## src/rtl/udt_ctrl_axil_master_pkg.sv

```systemverilog
// udt_ctrl_axil_master_pkg: shared encodings for the UDT control-register AXI-Lite master
package udt_ctrl_axil_master_pkg;
  typedef enum logic [1:0] {OP_WRITE = 2'b00, OP_READ = 2'b01, OP_POLL = 2'b10, OP_RSVD = 2'b11} cmd_op_e;
  typedef enum logic [1:0] {ST_OK = 2'b00, ST_TIMEOUT = 2'b01, ST_POLL_FAIL = 2'b10} rsp_status_e;
  typedef enum logic [2:0] {IDLE, WR_REQ, WR_RESP, RD_REQ, RD_DATA, POLL_GAP, RESP} state_e;
  typedef enum logic [2:0] {
    REG_CONNECT, REG_SND_BUF, REG_REV_BUF, REG_FLIGHT, REG_MSS, REG_INIT_SEQ, REG_CLOSE, REG_STATUS
  } reg_addr_e;
  typedef enum logic [31:0] {
    UDT_INIT = 32'h0, UDT_CONNECTING = 32'h1, UDT_CONNECTED = 32'h10,
    UDT_CLOSING = 32'h100, UDT_CLOSED = 32'h1000
  } udt_state_e;
  typedef enum logic [3:0] {
    ERR_NONE, ERR_BAD_ADDR, ERR_BAD_STATE, ERR_BAD_MSS, ERR_BAD_BUF,
    ERR_BAD_FLIGHT, ERR_BAD_SEQ, ERR_NOT_CONNECTED, ERR_BUSY, ERR_CLOSED
  } cfg_err_e;
  localparam logic [1:0] AXI_SLVERR = 2'b10;
  function automatic logic poll_hit(input logic [31:0] v, input logic [31:0] m, input logic [31:0] e);
    return ((v ^ e) & m) == 32'h0;
  endfunction
endpackage

```

## src/rtl/udt_ctrl_axil_master_wr_chan.sv

```systemverilog
// udt_axil_wr_chan: AW/W issued together, each dropped on its own handshake, then B acceptance
module udt_axil_wr_chan (
  input  logic ctrl_m_axi_aclk,
  input  logic ctrl_m_axi_aresetn,
  input  logic req,
  input  logic resp,
  input  logic awready,
  input  logic wready,
  input  logic bvalid,
  output logic awvalid,
  output logic wvalid,
  output logic bready,
  output logic req_done,
  output logic b_done
);
  logic aw_done, w_done;
  assign awvalid  = req & ~aw_done;
  assign wvalid   = req & ~w_done;
  assign bready   = resp;
  assign req_done = req & (aw_done | awready) & (w_done | wready);
  assign b_done   = resp & bvalid;
  always_ff @(posedge ctrl_m_axi_aclk or negedge ctrl_m_axi_aresetn) begin
    if (!ctrl_m_axi_aresetn) begin
      aw_done <= 1'b0;
      w_done  <= 1'b0;
    end else begin
      aw_done <= req & (aw_done | awready);
      w_done  <= req & (w_done | wready);
    end
  end
endmodule

```

## src/rtl/udt_ctrl_axil_master.sv

```systemverilog
// udt_ctrl_axil_master: AXI-Lite master turning write/read/poll commands into single
// outstanding transactions on the UDT configuration slave, with per-phase timeout.
module udt_ctrl_axil_master
  import udt_ctrl_axil_master_pkg::*;
#(
  parameter int TIMEOUT_CYCLES = 1024,
  parameter int POLL_INTERVAL  = 16,
  parameter int MAX_POLLS      = 256,
  parameter int ADDR_W         = 32
) (
  input  logic              ctrl_m_axi_aclk,
  input  logic              ctrl_m_axi_aresetn,
  input  logic              cmd_valid,
  output logic              cmd_ready,
  input  logic [1:0]        cmd_op,
  input  logic [ADDR_W-1:0] cmd_addr,
  input  logic [31:0]       cmd_wdata,
  input  logic [31:0]       cmd_mask,
  input  logic [31:0]       cmd_expect,
  output logic              rsp_valid,
  input  logic              rsp_ready,
  output logic [31:0]       rsp_rdata,
  output logic [1:0]        rsp_resp,
  output logic [1:0]        rsp_status,
  output logic              busy,
  output logic [ADDR_W-1:0] ctrl_m_axi_awaddr,
  output logic              ctrl_m_axi_awvalid,
  input  logic              ctrl_m_axi_awready,
  output logic [31:0]       ctrl_m_axi_wdata,
  output logic [3:0]        ctrl_m_axi_wstrb,
  output logic              ctrl_m_axi_wvalid,
  input  logic              ctrl_m_axi_wready,
  input  logic [1:0]        ctrl_m_axi_bresp,
  input  logic              ctrl_m_axi_bvalid,
  output logic              ctrl_m_axi_bready,
  output logic [ADDR_W-1:0] ctrl_m_axi_araddr,
  output logic              ctrl_m_axi_arvalid,
  input  logic              ctrl_m_axi_arready,
  input  logic [31:0]       ctrl_m_axi_rdata,
  input  logic [1:0]        ctrl_m_axi_rresp,
  input  logic              ctrl_m_axi_rvalid,
  output logic              ctrl_m_axi_rready
);
  localparam logic [15:0] TMO_LAST = 16'(TIMEOUT_CYCLES - 1);
  localparam logic [15:0] GAP_LAST = 16'(POLL_INTERVAL - 1);
  localparam logic [15:0] POLLS    = 16'(MAX_POLLS);
  state_e state, state_n;
  logic ready_en, accept, wr_req_done, wr_b_done, tmo, tmo_fire, rd_stop, poll_last, is_poll;
  logic [1:0] op_q;
  logic [ADDR_W-1:0] addr_q;
  logic [31:0] wdata_q, mask_q, expect_q;
  logic [15:0] phase_cnt, gap_cnt, poll_cnt;
  udt_axil_wr_chan u_wr_chan (
    .ctrl_m_axi_aclk    (ctrl_m_axi_aclk),
    .ctrl_m_axi_aresetn (ctrl_m_axi_aresetn),
    .req                (state == WR_REQ),
    .resp               (state == WR_RESP),
    .awready            (ctrl_m_axi_awready),
    .wready             (ctrl_m_axi_wready),
    .bvalid             (ctrl_m_axi_bvalid),
    .awvalid            (ctrl_m_axi_awvalid),
    .wvalid             (ctrl_m_axi_wvalid),
    .bready             (ctrl_m_axi_bready),
    .req_done           (wr_req_done),
    .b_done             (wr_b_done)
  );
  // ready_en keeps cmd_ready low while reset is held, even though the state is IDLE
  assign cmd_ready          = (state == IDLE) & ready_en;
  assign accept             = cmd_valid & cmd_ready;
  assign busy               = state != IDLE;
  assign rsp_valid          = state == RESP;
  assign ctrl_m_axi_arvalid = state == RD_REQ;
  assign ctrl_m_axi_rready  = state == RD_DATA;
  assign ctrl_m_axi_awaddr  = addr_q;
  assign ctrl_m_axi_araddr  = addr_q;
  assign ctrl_m_axi_wdata   = wdata_q;
  assign ctrl_m_axi_wstrb   = 4'hF;
  assign is_poll            = op_q == OP_POLL;
  assign tmo                = phase_cnt == TMO_LAST;
  assign rd_stop            = ctrl_m_axi_rresp[1] | poll_hit(ctrl_m_axi_rdata, mask_q, expect_q);
  assign poll_last          = poll_cnt + 16'd1 == POLLS;
  always_comb begin
    state_n  = state;
    tmo_fire = 1'b0;
    case (state)
      IDLE:     state_n = accept ? (cmd_op == OP_WRITE ? WR_REQ : RD_REQ) : IDLE;
      WR_REQ: begin
        tmo_fire = tmo & ~wr_req_done;
        state_n  = wr_req_done ? WR_RESP : tmo ? RESP : WR_REQ;
      end
      WR_RESP: begin
        tmo_fire = tmo & ~wr_b_done;
        state_n  = (wr_b_done | tmo) ? RESP : WR_RESP;
      end
      RD_REQ: begin
        tmo_fire = tmo & ~ctrl_m_axi_arready;
        state_n  = ctrl_m_axi_arready ? RD_DATA : tmo ? RESP : RD_REQ;
      end
      RD_DATA: begin
        tmo_fire = tmo & ~ctrl_m_axi_rvalid;
        state_n  = !ctrl_m_axi_rvalid ? (tmo ? RESP : RD_DATA) :
                   (!is_poll || rd_stop || poll_last) ? RESP : POLL_GAP;
      end
      POLL_GAP: state_n = gap_cnt == GAP_LAST ? RD_REQ : POLL_GAP;
      RESP:     state_n = rsp_ready ? IDLE : RESP;
      default:  state_n = IDLE;
    endcase
  end
  always_ff @(posedge ctrl_m_axi_aclk or negedge ctrl_m_axi_aresetn) begin
    if (!ctrl_m_axi_aresetn) begin
      state      <= IDLE;
      ready_en   <= 1'b0;
      op_q       <= 2'b00;
      addr_q     <= '0;
      wdata_q    <= 32'h0;
      mask_q     <= 32'h0;
      expect_q   <= 32'h0;
      phase_cnt  <= 16'h0;
      gap_cnt    <= 16'h0;
      poll_cnt   <= 16'h0;
      rsp_rdata  <= 32'h0;
      rsp_resp   <= 2'b00;
      rsp_status <= ST_OK;
    end else begin
      state     <= state_n;
      ready_en  <= 1'b1;
      phase_cnt <= (state_n != state) ? 16'h0 : phase_cnt + 16'd1;
      gap_cnt   <= (state == POLL_GAP) ? gap_cnt + 16'd1 : 16'h0;
      if (accept) begin
        op_q       <= cmd_op;
        addr_q     <= cmd_addr;
        wdata_q    <= cmd_wdata;
        mask_q     <= cmd_mask;
        expect_q   <= cmd_expect;
        poll_cnt   <= 16'h0;
        rsp_rdata  <= 32'h0;
        rsp_resp   <= 2'b00;
        rsp_status <= ST_OK;
      end
      if (state == WR_RESP && wr_b_done) rsp_resp <= ctrl_m_axi_bresp;
      if (state == RD_DATA && ctrl_m_axi_rvalid) begin
        rsp_rdata <= ctrl_m_axi_rdata;
        rsp_resp  <= ctrl_m_axi_rresp;
        poll_cnt  <= poll_cnt + 16'd1;
        if (is_poll && !rd_stop && poll_last) rsp_status <= ST_POLL_FAIL;
      end
      if (tmo_fire) begin
        rsp_status <= ST_TIMEOUT;
        rsp_resp   <= AXI_SLVERR;
      end
    end
  end
endmodule

```

## config.mk

```make
export PLATFORM = sky130hd
export DESIGN_NAME = udt_ctrl_axil_master
export DESIGN_NICKNAME = d
export VERILOG_FILES = /design/src/rtl/udt_ctrl_axil_master_pkg.sv /design/src/rtl/udt_ctrl_axil_master_wr_chan.sv /design/src/rtl/udt_ctrl_axil_master.sv
export SDC_FILE = /design/constraint.sdc
export NUM_CORES = 1
export LEC_CHECK = 0
export ABC_AREA = 0
export CORE_ASPECT_RATIO = 0.7
export CORE_MARGIN = 2
export CORE_UTILIZATION = 47
export DETAILED_ROUTE_END_ITERATION = 7
export MAX_ROUTING_LAYER = met4
export PLACE_DENSITY_LB_ADDON = 0.05
export SLEW_MARGIN = 20
export SYNTH_ARGS = -nofsm -noshare
export SYNTH_HDL_FRONTEND = slang
export SYNTH_SLANG_ARGS = --single-unit
export TNS_END_PERCENT = 1
```

## constraint.sdc

```tcl
create_clock -name ctrl_m_axi_aclk -period 2.9 [get_ports ctrl_m_axi_aclk]
set_clock_uncertainty 0.15 [all_clocks]
set_input_delay 0.435 -clock ctrl_m_axi_aclk [delete_from_list [all_inputs] [get_ports ctrl_m_axi_aclk]]
set_output_delay 0.435 -clock ctrl_m_axi_aclk [all_outputs]
set_load 0.01 [all_outputs]
```

==> tab_implementation.tex, run 1 <==
\begin{tabular}{lr}
\hline
Metric & Value \\
\hline
\multicolumn{2}{l}{\textbf{Run status}} \\
\quad Status & finished clean \\
\multicolumn{2}{l}{\textbf{Global route}} \\
\quad Maximum number of pins on one net before global-route repair & 170 \\
\quad Number of antenna violations at the first check in global routing & 1 \\
\quad Wire length of the first global-routing pass & 44.4 mm \\
\quad Overall Global Routing Usage & between 20 and 30\% \\
\quad Via count of the first global-routing pass & 8458 \\
\quad Total congestion overflow & 0 \\
\multicolumn{2}{l}{\textbf{Setup path}} \\
\quad Crit path cell chain & or3\_1 > inv\_1 > clkdlybuf4s50\_1 \\
\quad Kind of cell adding the most delay to the critical path & buffers and inverters \\
\quad CP Launch Type & flop \\
\quad Crit. End Element & output pin \\
\quad Cell with the biggest individual delay on the critical path & sky130\_fd\_sc\_hd\_\_clkdlybuf4s50\_1 \\
\quad CP required & $\sim$2.3 ns \\
\quad CP Data Arrival Time & 2.20 ns \\
\quad Worst Setup Path Type & flop to output pin \\
\quad Max stage delay on crit path & 0.57 ns \\
\quad Sum of buffers and inverters on the critical path & 2 \\
\quad Biggest fanout along the worst timing path & 13 \\
\multicolumn{2}{l}{\textbf{Pwr}} \\
\quad Net Sw Power & 4.39 mW \\
\quad Leak & about 6.7 nW \\
\quad Combinational power share & between 30\% and 40\% \\
\quad Ratio of total power to cell area & approximately 910 nW/um2 \\
\quad Net Sw Frac & 33.9\% \\
\quad Clock power frac & 23.2\% \\
\quad P\_int & 8.56 mW \\
\quad Peak VDD IR & approximately 0.00044 V \\
\quad Sequential Power Share & 38.2\% \\
\multicolumn{2}{l}{\textbf{Layout}} \\
\quad Final core area utilization & between 60 and 70\% \\
\quad Nets & approximately 1.6k \\
\quad Fill cells & 1724 \\
\quad Fraction of layout instances using a drive strength above 1 & 6.69\% \\
\quad Layout-stage area growth over the synthesis result & 40.5\% \\
\multicolumn{2}{l}{\textbf{Routing}} \\
\quad Vias per cell & 5.03 \\
\quad Number of design rule violations left after detail routing & 0 \\
\quad First-pass iteration count of the detailed router & 5 \\
\quad Met1 Routed Length & 12.4 mm \\
\quad Number of routed nets with antenna violations & 0 \\
\quad DR iter-0 viols & 570 \\
\quad Top Layer Used & met4 \\
\quad Wire per inst & 16.4 um \\
\quad Met3 Wirelength & 2.48 mm \\
\quad Total wire length after detailed routing & between 20 and 30 mm \\
\quad Vias after detailed routing & between 8k and 9k \\
\quad Met2 layer wire length in the routed design & between 10 and 15 mm \\
\multicolumn{2}{l}{\textbf{Timing}} \\
\quad Maximum clock frequency & 359 MHz \\
\quad Unrepaired setup endpoints after global routing & false \\
\quad Setup Viol. Count Final & 0 \\
\quad Slew of the pin with the lowest slew margin & 0.873 ns \\
\quad Final total negative setup slack & 0 ns \\
\quad Final min period & $\sim$2.8 ns \\
\quad Number of pins exceeding their max-slew limit in the final report & 0 \\
\quad Final critical-path setup slack & 0.116 ns \\
\quad Final worst path period share & 96.0\% \\
\quad Number of failing hold endpoints at the final stage & 0 \\
\quad Worst slew margin & 41.6\% \\
\multicolumn{2}{l}{\textbf{Die}} \\
\quad Die Y & 127 um \\
\quad Standard cell core area & 20900 um2 \\
\quad Effective utilization at floorplan & 48.2\% \\
\quad Number of placed I/O pins & roughly 320 \\
\quad Cell Rows & between 40 and 50 \\
\quad X dimension of the die & $\sim$180 um \\
\quad Die area & 22700 um2 \\
\multicolumn{2}{l}{\textbf{Yosys}} \\
\quad Cell count after synthesis & 1143 \\
\quad Total of flip-flops plus latches after synthesis & 220 \\
\quad Post-synth ARST share & 100\% \\
\quad Most used flip-flop cell after synthesis & sky130\_fd\_sc\_hd\_\_dfrtp\_1 \\
\quad Yosys cell types & 50 \\
\quad Yosys warns & 0 \\
\quad Avg Cell Area, Syn & 8.83 um2 \\
\quad Sequential share of the synthesized area & 54.6\% \\
\quad Number of enable-type register cells in the synthesized netlist & 0 \\
\quad Cell Area, Synth & 10100 um2 \\
\multicolumn{2}{l}{\textbf{CTS}} \\
\quad Clock tree from TritonCTS & yes \\
\quad Cell at the root of the clock tree & sky130\_fd\_sc\_hd\_\_clkbuf\_16 \\
\quad Number of setup buffers added after CTS & 0 \\
\quad CTS H-Tree Depth & 1 \\
\quad Clock latency on the worst-skew pair & roughly 0.52 ns \\
\quad Clock slew seen by the registers of the worst setup and hold paths & around 0.06 ns \\
\quad Clock Sink Count & 220 \\
\quad Number of buffers added by the clock tree synthesis step & 23 \\
\quad Worst-case clock buffer depth & 3 \\
\multicolumn{2}{l}{\textbf{Placement}} \\
\quad Buffers on Ports & 314 \\
\quad Final RePlAce weighted congestion & 0.822 \\
\quad Place WS & -0.167 ns \\
\quad HPWL Detailed & between 15 and 20 mm \\
\multicolumn{2}{l}{\textbf{Run}} \\
\quad Count of maximum capacitance violations & 0 \\
\multicolumn{2}{l}{\textbf{Min path}} \\
\quad Hold WC Path Type & input port to flop \\
\hline
\end{tabular}
[synth_stat cells (all sizes together) (14+ instances only)]
library cell / count / share of area (%)
nand2: 485 / 18
dfrtp: 220 / 55
nand3: 63 / 3.3
xor2: 53 / 4.6
clkbuf: 50 / 1.9
nor2: 44 / 1.6
buf: 42 / 3.1
o21ai: 28 / 1.5
nor4: 25 / 1.9
a22oi: 16 / 1.2
and3: 15 / 0.93
inv: 14 / 0.52
[per-stage QoR]
step / power, mW / hold slack (ns) / cell area (um2) / cells
floorplan: 7.42 / -0.0106 / 10100 / 1147
global placement: 9.90 / 0.245 / 13400 / 1670
detailed placement: 10.0 / 0.250 / 13400 / 1670
CTS: 13.1 / 0.273 / 14100 / 1711
global route: 13.8 / 0.283 / 14200 / 1712
finish: 12.9 / 0.288 / 14200 / 1712
[final cells by class]
cell class,count,area [um2],share of cell area (%)
clock inverters,9,126,0.892
flip-flops and latches,220,5510,38.9
clock buffers,31,636,4.48
diodes,1,2.50,0.0177
repair buffers,340,3410,24.0
inverters,14,52.6,0.371
well taps,276,345,2.44
multi-input cells,821,4090,28.9
[flip-flops by register name, indices dropped and copies added (netlist names)]
signal and count:
ctrl_m_axi_araddr 32, ctrl_m_axi_wdata 32, expect_q 32, gap_cnt 16, mask_q 32, op_q 2, phase_cnt 16, poll_cnt 16
ready_en 1, rsp_rdata 32, rsp_resp 2, rsp_status 2, state 3, u_wr_chan.aw_done 1, u_wr_chan.w_done 1
[metal layers]
metal | vias to the layer above | GRT usage [%]
li1 | 4221 | -
met1 | 4078 | 34.2
met2 | 273 | 39.6
met3 | 39 | 6.68
met4 | 0 | 4.60
met5 | - | -
[path summary, 6_finish.rpt]
kind / from / slack (ns) / cells after the start / end
setup / recovery: state[1] / 0.12 / 3 / ctrl_m_axi_rready
hold / removal: cmd_mask[23] / 0.29 / 3 / mask_q[23]
setup reg to reg: poll_cnt[0] / 0.17 / 10 / phase_cnt[8]
hold reg to reg: gap_cnt[0] / 0.32 / 1 / gap_cnt[0]
max in group asynchronous: ctrl_m_axi_aresetn / 1.50 / 3 / ctrl_m_axi_araddr[8]
min in group asynchronous: ctrl_m_axi_aresetn / 0.30 / 2 / phase_cnt[8]
[timing repair]
action	4_1_cts	5_1_grt
setup endpoints to repair	1	21
hold buffers	1	0
hold endpoints to repair	53	0
gates resized for setup	1	8
[cell families after synthesis]
| family | share of synthesized area (%) |
|---|---|
| xor gates and xnor gates | 5.73 |
| adders and majority gates | 0.496 |
| DFF | 54.6 |
| AOI/OAI and AO/OA | 5.12 |
| other | 0.0372 |
| muxes | 0.112 |
| and+or+nand+nor | 28.5 |
| buffers and inverters | 5.48 |
[worst min-delay path: stages]
cell                              delay (ns)
sky130_fd_sc_hd__clkdlybuf4s50_1        0.39
sky130_fd_sc_hd__nand2_1                0.05
sky130_fd_sc_hd__nand2_1                0.04
[placed cells by master (no fill, tap or decap), types with 3 or more instances in the layout]
cell,n
sky130_fd_sc_hd__nand2_1,483
sky130_fd_sc_hd__clkdlybuf4s50_1,313
sky130_fd_sc_hd__dfrtp_1,217
sky130_fd_sc_hd__nand3_1,60
sky130_fd_sc_hd__xor2_1,53
sky130_fd_sc_hd__nor2_1,44
sky130_fd_sc_hd__o21ai_0,27
sky130_fd_sc_hd__clkbuf_16,23
sky130_fd_sc_hd__buf_4,20
sky130_fd_sc_hd__nor4_1,17
sky130_fd_sc_hd__a22oi_1,16
sky130_fd_sc_hd__and3_1,14
sky130_fd_sc_hd__inv_1,13
sky130_fd_sc_hd__xnor2_1,13
sky130_fd_sc_hd__a21oi_1,10
sky130_fd_sc_hd__nand4_1,8
sky130_fd_sc_hd__nor4_2,7
sky130_fd_sc_hd__and4_1,5
sky130_fd_sc_hd__nor3_1,5
sky130_fd_sc_hd__conb_1,5
sky130_fd_sc_hd__clkbuf_1,5
sky130_fd_sc_hd__buf_12,5
sky130_fd_sc_hd__or3_1,4
sky130_fd_sc_hd__a31oi_1,4
sky130_fd_sc_hd__or2_2,4
sky130_fd_sc_hd__clkinv_2,4
sky130_fd_sc_hd__nor3_2,3
sky130_fd_sc_hd__and2_1,3
sky130_fd_sc_hd__o221ai_1,3
sky130_fd_sc_hd__ha_1,3
sky130_fd_sc_hd__clkbuf_8,3
sky130_fd_sc_hd__bufinv_16,3
sky130_fd_sc_hd__dfrtp_2,3
[power by group through the flow]
stage | sequential, mW | combinational, mW | clock, mW
floorplan | 5.11 | 2.31 | 0
global placement | 4.95 | 4.94 | 0
detailed placement | 4.97 | 5.04 | 0
CTS | 4.94 | 5.06 | 3.07
global route | 5.09 | 5.51 | 3.18
finish | 4.95 | 5.01 | 3.00
Note: power is estimated with default switching activity, not from simulation.
==> run 2: changes to the inputs <==
--- a/config.mk
+++ b/config.mk
@@ -12,6 +12,7 @@
 export DETAILED_ROUTE_END_ITERATION = 7
 export MAX_ROUTING_LAYER = met4
 export PLACE_DENSITY_LB_ADDON = 0.05
+export SETUP_SLACK_MARGIN = 0.4
 export SLEW_MARGIN = 20
 export SYNTH_ARGS = -nofsm -noshare
 export SYNTH_HDL_FRONTEND = slang
==> tab_implementation.tex, run 2 (synthesis gave the netlist of run 1 again) <==
\begin{tabular}{lr}
\hline
Metric & Value \\
\hline
\multicolumn{2}{l}{\textbf{Die}} \\
\quad Effective utilization at floorplan & 48.2\% (unchanged) \\
\quad X dimension of the die & 179 um (unchanged) \\
\quad Die area & 22700 um2 (unchanged) \\
\quad Die Y & 127 um (unchanged) \\
\quad Number of placed I/O pins & 319 (unchanged) \\
\quad Standard cell core area & 20900 um2 (unchanged) \\
\quad Cell Rows & 44 (unchanged) \\
\multicolumn{2}{l}{\textbf{Routing}} \\
\quad DR iter-0 viols & 542 (was 570) \\
\quad Number of design rule violations left after detail routing & 0 (unchanged) \\
\quad Total wire length after detailed routing & 28.1 mm (about the same) \\
\quad Met3 Wirelength & 2.06 mm (was 2.48 mm) \\
\quad Vias after detailed routing & 8732 (was 8611) \\
\quad Met1 Routed Length & 12.7 mm (was 12.4 mm) \\
\quad Number of routed nets with antenna violations & 0 (unchanged) \\
\quad Top Layer Used & met4 (unchanged) \\
\quad Wire per inst & 16.3 um (was 16.4 um) \\
\quad Vias per cell & 5.07 (was 5.03) \\
\quad First-pass iteration count of the detailed router & 5 (unchanged) \\
\quad Met2 layer wire length in the routed design & 12.7 mm (was 12.9 mm) \\
\multicolumn{2}{l}{\textbf{Pwr}} \\
\quad Ratio of total power to cell area & 901 nW/um2 (was 914 nW/um2) \\
\quad Net Sw Power & 4.44 mW (was 4.39 mW) \\
\quad Clock power frac & 22.0\% (was 23.2\%) \\
\quad P\_int & 8.44 mW (was 8.56 mW) \\
\quad Leak & 6.80 nW (was 6.72 nW) \\
\quad Combinational power share & 39.6\% (was 38.7\%) \\
\quad Sequential Power Share & 38.4\% (was 38.2\%) \\
\quad PnR Total Power & 12.9 mW (about the same) \\
\quad Net Sw Frac & 34.5\% (was 33.9\%) \\
\quad Peak VDD IR & 0.000498 V (was 0.000442 V) \\
\multicolumn{2}{l}{\textbf{Placement}} \\
\quad Final RePlAce weighted congestion & 0.851 (was 0.822) \\
\quad Area after detailed placement & 13400 um2 (about the same) \\
\quad Number of placed cells counting well taps & 1674 (was 1670) \\
\quad HPWL Detailed & 19.6 mm (was 19.7 mm) \\
\quad Buffers on Ports & 314 (unchanged) \\
\multicolumn{2}{l}{\textbf{Setup path}} \\
\quad CP Data Arrival Time & 2.86 ns (was 2.20 ns) \\
\quad Kind of cell adding the most delay to the critical path & simple AND/OR/NAND/NOR gates (was buffers and inverters) \\
\quad Crit. End Element & flop (was output pin) \\
\quad CP required & 3.12 ns (was 2.32 ns) \\
\quad Worst Setup Path Type & flop to flop (was flop to output pin) \\
\quad Cell with the biggest individual delay on the critical path & sky130\_fd\_sc\_hd\_\_dfrtp\_2 (was sky130\_fd\_sc\_hd\_\_clkdlybuf4s50\_1) \\
\quad Worst reg2reg path depth & 10 (unchanged) \\
\quad Crit path cell chain & ha\_4 > and4\_4 > and4\_1 > o221ai\_1 > nor4\_2 > buf\_4 > nand4\_1 > a221oi\_4 > buf\_12 > nor4\_2 (was or3\_1 > inv\_1 > clkdlybuf4s50\_1) \\
\quad CP Launch Type & flop (unchanged) \\
\quad CP dominant cell by count & sky130\_fd\_sc\_hd\_\_nor4\_2 \\
\quad Path length in cells of the critical path & 10 (was 3) \\
\quad Max stage delay on crit path & 0.40 ns (was 0.57 ns) \\
\quad Biggest fanout along the worst timing path & 16 (was 13) \\
\quad Sum of buffers and inverters on the critical path & 2 (unchanged) \\
\multicolumn{2}{l}{\textbf{Layout}} \\
\quad Layout-stage area growth over the synthesis result & 41.8\% (was 40.5\%) \\
\quad Layout Cells excl Fill & 1723 (was 1712) \\
\quad Diodes inserted & 0 (was 1) \\
\quad Final core area utilization & 68.4\% (was 67.8\%) \\
\quad Fraction of layout instances using a drive strength above 1 & 8.43\% (was 6.69\%) \\
\quad Leading cell type in the layout, fill and taps excluded & sky130\_fd\_sc\_hd\_\_nand2\_1 (unchanged) \\
\quad Most used cells in the layout excluding fill and tap cells & 483 x sky130\_fd\_sc\_hd\_\_nand2\_1, 311 x sky130\_fd\_sc\_hd\_\_clkdlybuf4s50\_1, 213 x sky130\_fd\_sc\_hd\_\_dfrtp\_1 (was 483 x sky130\_fd\_sc\_hd\_\_nand2\_1, 313 x sky130\_fd\_sc\_hd\_\_clkdlybuf4s50\_1, 217 x sky130\_fd\_sc\_hd\_\_dfrtp\_1) \\
\quad Nets & 1610 (was 1599) \\
\quad Final design area excluding fillers & 14300 um2 (was 14200 um2) \\
\multicolumn{2}{l}{\textbf{Min path}} \\
\quad Hold Crit Depth & 3 (unchanged) \\
\quad Hold WC Path Type & input port to flop (unchanged) \\
\multicolumn{2}{l}{\textbf{Global route}} \\
\quad Number of antenna violations at the first check in global routing & 0 (was 1) \\
\quad Via count of the first global-routing pass & 8524 (was 8458) \\
\quad Overall Global Routing Usage & 25.4\% (was 25.5\%) \\
\quad Total congestion overflow & 0 (unchanged) \\
\quad Wire length of the first global-routing pass & 44.6 mm (was 44.4 mm) \\
\quad Maximum number of pins on one net before global-route repair & 93 (was 170) \\
\multicolumn{2}{l}{\textbf{Timing}} \\
\quad Final min period & 2.64 ns (was 2.78 ns) \\
\quad Final worst path period share & 91.1\% (was 96.0\%) \\
\quad Setup Viol. Count Final & 0 (unchanged) \\
\quad Number of failing hold endpoints at the final stage & 0 (unchanged) \\
\quad Worst slew margin & 47.0\% (was 41.6\%) \\
\quad Number of pins exceeding their max-slew limit in the final report & 0 (unchanged) \\
\quad Unrepaired setup endpoints after global routing & true (was false) \\
\quad Maximum clock frequency & 379 MHz (was 359 MHz) \\
\quad Slew of the pin with the lowest slew margin & 0.795 ns (was 0.873 ns) \\
\multicolumn{2}{l}{\textbf{CTS}} \\
\quad Clock tree from TritonCTS & yes (unchanged) \\
\quad Clock latency on the worst-skew pair & 0.51 ns (was 0.52 ns) \\
\quad Clock slew seen by the registers of the worst setup and hold paths & 0.07 ns (was 0.06 ns) \\
\quad Cell at the root of the clock tree & sky130\_fd\_sc\_hd\_\_clkbuf\_16 (unchanged) \\
\quad Clock Sink Count & 220 (unchanged) \\
\quad Number of buffers added by the clock tree synthesis step & 22 (was 23) \\
\quad Worst-case clock buffer depth & 3 (unchanged) \\
\quad CTS H-Tree Depth & 1 (unchanged) \\
\multicolumn{2}{l}{\textbf{Run status}} \\
\quad Status & finished clean (unchanged) \\
\multicolumn{2}{l}{\textbf{Run}} \\
\quad Count of maximum capacitance violations & 0 (unchanged) \\
\hline
\end{tabular}
==> run 2: changes by cell type in the layout (fill, tap and decap cells not counted), sizes merged, moves of 2 or more <==
cell / previous run / this run
clkdlybuf4s50: 313 / 311
clkinv: 4 / 7
bufinv: 3 / 1
buf: 26 / 37
==> run 2: repair_timing <==
item	4_1_cts	5_1_grt
hold endpoints to repair	68	0
pin swaps	0	4
cloned	0	1
endpoints found under the setup margin	25	26
gates resized for setup	9	14
setup buffers	3	4
hold buffers	1	0
==> run 2: cell type report <==
class                           instances  area, um2
Tap cell                              276        345
Fill cell                            1707       6620
Inverter                               14       52.6
Sequential cell                       220       5510
Clock inverter                          9       87.6
Timing Repair Buffer                  351       3490
Clock buffer                           31        634
Multi-Input combinational cell        822       4180
==> run 2: tightest hold or removal path: stages <==
cell	delay, ns
sky130_fd_sc_hd__clkdlybuf4s50_1	0.39
sky130_fd_sc_hd__nand2_1	0.05
sky130_fd_sc_hd__nand2_1	0.04
==> run 2: worst paths after layout <==
kind | end | slack [ns] | from
setup reg to reg | phase_cnt[12] | 0.26 | poll_cnt[1]
hold / removal | mask_q[11] | 0.30 | cmd_mask[11]
max in group asynchronous | ctrl_m_axi_wdata[30] | 1.50 | ctrl_m_axi_aresetn
setup / recovery | phase_cnt[12] | 0.26 | poll_cnt[1]
hold reg to reg | gap_cnt[0] | 0.31 | gap_cnt[0]
min in group asynchronous | expect_q[24] | 0.34 | ctrl_m_axi_aresetn
==> run 2: routing by layer <==
metal	GRT usage, %	up-vias
met2	38.6	287
met5	-	-
met1	35.0	4163
met4	6.21	0
met3	5.61	37
li1	-	4245
==> run 2: through the flow <==
stage	setup slack, ns	hold slack [ns]	setup TNS (ns)
after floorplan	0.412	-0.0106	0
after CTS	0.224	0.283	0
after detailed placement	-0.195	0.297	-2.75
final	0.259	0.297	0
after global placement	-0.168	0.299	-2.34
after global routing	0.122	0.300	0
==> run 2: power groups by stage <==
stage                     Sequential (mW)  Clock, mW  Combinational [mW]
after floorplan                      5.12          0                2.31
after global placement               5.00          0                4.89
after detailed placement             5.01          0                4.99
after CTS                            4.96       2.90                5.07
after global routing                 5.09       3.02                5.62
final                                4.95       2.83                5.10
==> run 3: changes to the inputs <==
--- a/config.mk
+++ b/config.mk
@@ -10,7 +10,7 @@
 export CORE_MARGIN = 2
 export CORE_UTILIZATION = 47
 export DETAILED_ROUTE_END_ITERATION = 7
-export MAX_ROUTING_LAYER = met4
+export GPL_TIMING_DRIVEN = 0
 export PLACE_DENSITY_LB_ADDON = 0.05
 export SETUP_SLACK_MARGIN = 0.4
 export SLEW_MARGIN = 20
==> tab_implementation.tex, run 3 (synthesis gave the netlist of run 1 again) <==
\begin{tabular}{lr}
\hline
Metric & Value \\
\hline
\multicolumn{2}{l}{\textbf{Timing}} \\
\quad Setup Viol. Count Final & 0 (unchanged) \\
\quad Number of failing hold endpoints at the final stage & 0 (unchanged) \\
\quad Unrepaired setup endpoints after global routing & true (unchanged) \\
\quad Final critical-path setup slack & 0.265 ns (was 0.259 ns) \\
\quad Final total negative setup slack & 0 ns (unchanged) \\
\quad Slew of the pin with the lowest slew margin & 0.845 ns (was 0.795 ns) \\
\quad Worst slew margin & 43.7\% (was 47.0\%) \\
\quad Number of pins exceeding their max-slew limit in the final report & 0 (unchanged) \\
\quad Maximum clock frequency & 380 MHz (was 379 MHz) \\
\quad Final worst path period share & 90.9\% (was 91.1\%) \\
\quad Final min period & 2.63 ns (was 2.64 ns) \\
\multicolumn{2}{l}{\textbf{Global route}} \\
\quad Overall Global Routing Usage & 26.4\% (was 25.4\%) \\
\quad Maximum number of pins on one net before global-route repair & 89 (was 93) \\
\quad Via count of the first global-routing pass & 8822 (was 8524) \\
\quad Total congestion overflow & 0 (unchanged) \\
\quad Wire length of the first global-routing pass & 47.1 mm (was 44.6 mm) \\
\quad Number of antenna violations at the first check in global routing & 0 (unchanged) \\
\multicolumn{2}{l}{\textbf{Setup path}} \\
\quad Launching instance or port of the critical path & poll\_cnt[0] (was poll\_cnt[1]) \\
\quad Worst reg2reg path depth & 9 (was 10) \\
\quad CP Data Arrival Time & 2.85 ns (was 2.86 ns) \\
\quad Worst Setup Path Type & flop to flop (unchanged) \\
\quad Crit path cell chain & ha\_4 > and4\_4 > and4\_4 > o221ai\_4 > nor4\_4 > nand4\_1 > a221oi\_4 > buf\_6 > nor4\_1 (was ha\_4 > and4\_4 > and4\_1 > o221ai\_1 > nor4\_2 > buf\_4 > nand4\_1 > a221oi\_4 > buf\_12 > nor4\_2) \\
\quad Kind of cell adding the most delay to the critical path & simple AND/OR/NAND/NOR gates (unchanged) \\
\quad CP Launch Type & flop (unchanged) \\
\quad Max stage delay on crit path & 0.41 ns (was 0.40 ns) \\
\quad Sum of buffers and inverters on the critical path & 1 (was 2) \\
\quad Cell with the biggest individual delay on the critical path & sky130\_fd\_sc\_hd\_\_dfrtp\_2 (unchanged) \\
\quad CP dominant cell by count & sky130\_fd\_sc\_hd\_\_and4\_4 (was sky130\_fd\_sc\_hd\_\_nor4\_2) \\
\quad Reg2Reg Capture Point & phase\_cnt[2] (was phase\_cnt[12]) \\
\quad FF-to-FF setup slack & 0.27 ns (was 0.26 ns) \\
\quad CP required & 3.12 ns (about the same) \\
\quad Crit. End Element & flop (unchanged) \\
\quad Startpoint of the most critical register-to-register path & poll\_cnt[0] (was poll\_cnt[1]) \\
\quad Biggest fanout along the worst timing path & 7 (was 16) \\
\multicolumn{2}{l}{\textbf{Min path}} \\
\quad Hold worst-path end & mask\_q[28] (was mask\_q[11]) \\
\quad Hold Crit Depth & 3 (unchanged) \\
\quad Hold WC Path Type & input port to flop (unchanged) \\
\quad Startpoint of the worst hold path & cmd\_mask[28] (was cmd\_mask[11]) \\
\multicolumn{2}{l}{\textbf{Routing}} \\
\quad Vias after detailed routing & 9108 (was 8732) \\
\quad Number of design rule violations left after detail routing & 0 (unchanged) \\
\quad First-pass iteration count of the detailed router & 5 (unchanged) \\
\quad Vias per cell & 5.05 (was 5.07) \\
\quad Wire per inst & 16.7 um (was 16.3 um) \\
\quad Total wire length after detailed routing & 30.1 mm (was 28.1 mm) \\
\quad Number of routed nets with antenna violations & 0 (unchanged) \\
\quad DR iter-0 viols & 538 (was 542) \\
\multicolumn{2}{l}{\textbf{Pwr}} \\
\quad Combinational power share & 41.8\% (was 39.6\%) \\
\quad P\_int & 8.74 mW (was 8.44 mW) \\
\quad Net Sw Frac & 34.4\% (was 34.5\%) \\
\quad Net Sw Power & 4.58 mW (was 4.44 mW) \\
\quad Peak VDD IR & 0.000577 V (was 0.000498 V) \\
\quad Ratio of total power to cell area & 900 nW/um2 (was 901 nW/um2) \\
\quad PnR Total Power & 13.3 mW (was 12.9 mW) \\
\quad Sequential Power Share & 37.0\% (was 38.4\%) \\
\quad Clock power frac & 21.2\% (was 22.0\%) \\
\quad Leak & 7.11 nW (was 6.80 nW) \\
\multicolumn{2}{l}{\textbf{Placement}} \\
\quad HPWL Detailed & 21.7 mm (was 19.6 mm) \\
\quad Number of placed cells counting well taps & 1739 (was 1674) \\
\quad Place WS & -0.550 ns (was -0.195 ns) \\
\quad Area after detailed placement & 13700 um2 (was 13400 um2) \\
\quad Buffers on Ports & 314 (unchanged) \\
\quad Final RePlAce weighted congestion & 0.860 (was 0.851) \\
\multicolumn{2}{l}{\textbf{Layout}} \\
\quad Fraction of layout instances using a drive strength above 1 & 10.9\% (was 8.43\%) \\
\quad Final design area excluding fillers & 14800 um2 (was 14300 um2) \\
\quad Most used cells in the layout excluding fill and tap cells & 484 x sky130\_fd\_sc\_hd\_\_nand2\_1, 309 x sky130\_fd\_sc\_hd\_\_clkdlybuf4s50\_1, 213 x sky130\_fd\_sc\_hd\_\_dfrtp\_1 (was 483 x sky130\_fd\_sc\_hd\_\_nand2\_1, 311 x sky130\_fd\_sc\_hd\_\_clkdlybuf4s50\_1, 213 x sky130\_fd\_sc\_hd\_\_dfrtp\_1) \\
\quad Layout Cells excl Fill & 1803 (was 1723) \\
\quad Leading cell type in the layout, fill and taps excluded & sky130\_fd\_sc\_hd\_\_nand2\_1 (unchanged) \\
\quad Diodes inserted & 0 (unchanged) \\
\quad Nets & 1692 (was 1610) \\
\quad Layout-stage area growth over the synthesis result & 46.7\% (was 41.8\%) \\
\multicolumn{2}{l}{\textbf{CTS}} \\
\quad Cell at the root of the clock tree & sky130\_fd\_sc\_hd\_\_clkbuf\_16 (unchanged) \\
\quad CTS H-Tree Depth & 1 (unchanged) \\
\quad Number of buffers added by the clock tree synthesis step & 22 (unchanged) \\
\quad Clock latency on the worst-skew pair & 0.52 ns (was 0.51 ns) \\
\quad Clock slew seen by the registers of the worst setup and hold paths & 0.06 ns (was 0.07 ns) \\
\quad Clock tree from TritonCTS & yes (unchanged) \\
\quad Worst-case clock buffer depth & 3 (unchanged) \\
\quad Clock Sink Count & 220 (unchanged) \\
\multicolumn{2}{l}{\textbf{Die}} \\
\quad X dimension of the die & 179 um (unchanged) \\
\quad Effective utilization at floorplan & 48.2\% (unchanged) \\
\quad Die Y & 127 um (unchanged) \\
\quad Number of placed I/O pins & 319 (unchanged) \\
\quad Standard cell core area & 20900 um2 (unchanged) \\
\quad Cell Rows & 44 (unchanged) \\
\quad Die area & 22700 um2 (unchanged) \\
\multicolumn{2}{l}{\textbf{Run}} \\
\quad Count of maximum capacitance violations & 0 (unchanged) \\
\multicolumn{2}{l}{\textbf{Run status}} \\
\quad Status & finished clean (unchanged) \\
\hline
\end{tabular}
-- run 3: changes by cell type in the layout (fill, tap and decap cells not counted), moves of 4 or more --
cell / delta
sky130_fd_sc_hd__clkinv_2: -4
sky130_fd_sc_hd__buf_4: +29
sky130_fd_sc_hd__clkbuf_2: +10
sky130_fd_sc_hd__clkbuf_1: +39
sky130_fd_sc_hd__clkbuf_8: +5
sky130_fd_sc_hd__buf_12: -5
sky130_fd_sc_hd__buf_6: +5
-- run 3: power by group through the flow --
stage | clock network [mW] | logic (mW) | registers (mW)
finish | 2.83 | 5.57 | 4.92
global route | 3.03 | 6.09 | 5.07
CTS | 2.89 | 5.58 | 4.93
detailed placement | 0 | 5.30 | 4.97
global placement | 0 | 5.19 | 4.93
floorplan | 0 | 2.31 | 5.12
-- run 3: worst max-delay path by stage --
stage / end / slack [ns] / cells after the start
after global routing: phase_cnt[15] / 0.16 / 9
after CTS: ctrl_m_axi_wvalid / 0.29 / 6
after floorplan: phase_cnt[7] / 0.41 / 9
after global placement: poll_cnt[0] / -9.11 / 1
final: phase_cnt[2] / 0.27 / 9
after detailed placement: phase_cnt[14] / -0.55 / 9
-- run 3: layer usage --
metal	track usage [%]	wire length [um]	vias to the layer above	share of wire, %
li1	-	-	4407	-
met1	36.8	13000	4326	43
met2	42.1	14000	328	46
met3	6.12	2370	47	7.9
met4	6.36	782	0	2.6
met5	0	0	-	0
-- run 3: metrics by stage --
stage	util, %	hold WS [ns]
after floorplan	-	-0.0106
after global placement	65.1	0.301
after detailed placement	65.4	0.306
after CTS	70.5	0.277
after global routing	70.8	0.288
final	70.8	0.291
-- run 3: worst reg2reg max path: cells and delay by family, from the launching register on --
kind / cells / cell delay, ns
AOI/OAI and AO/OA: 2 / 0.50
adders and majority gates: 1 / 0.19
buffers and inverters: 1 / 0.18
DFF: 1 / 0.41
and+or+nand+nor: 5 / 1.04
-- run 3: what timing repair did --
item	in CTS	in global routing
gates resized for setup	45	25
gates cloned	2	0
pin swaps	11	7
hold buffers	1	0
buffers inserted	22	1
setup endpoints to repair	206	183
endpoints found under the hold margin	81	0
-- run 3: final cells by class --
class,instances,area (um2)
clock inverters,2,21.3
plain buffers,92,522
fillers,1664,6120
inverters,14,52.6
flip-flops and latches,220,5510
well taps,276,345
clock buffers,36,703
repair buffers,342,3410
multi-input cells,821,4240
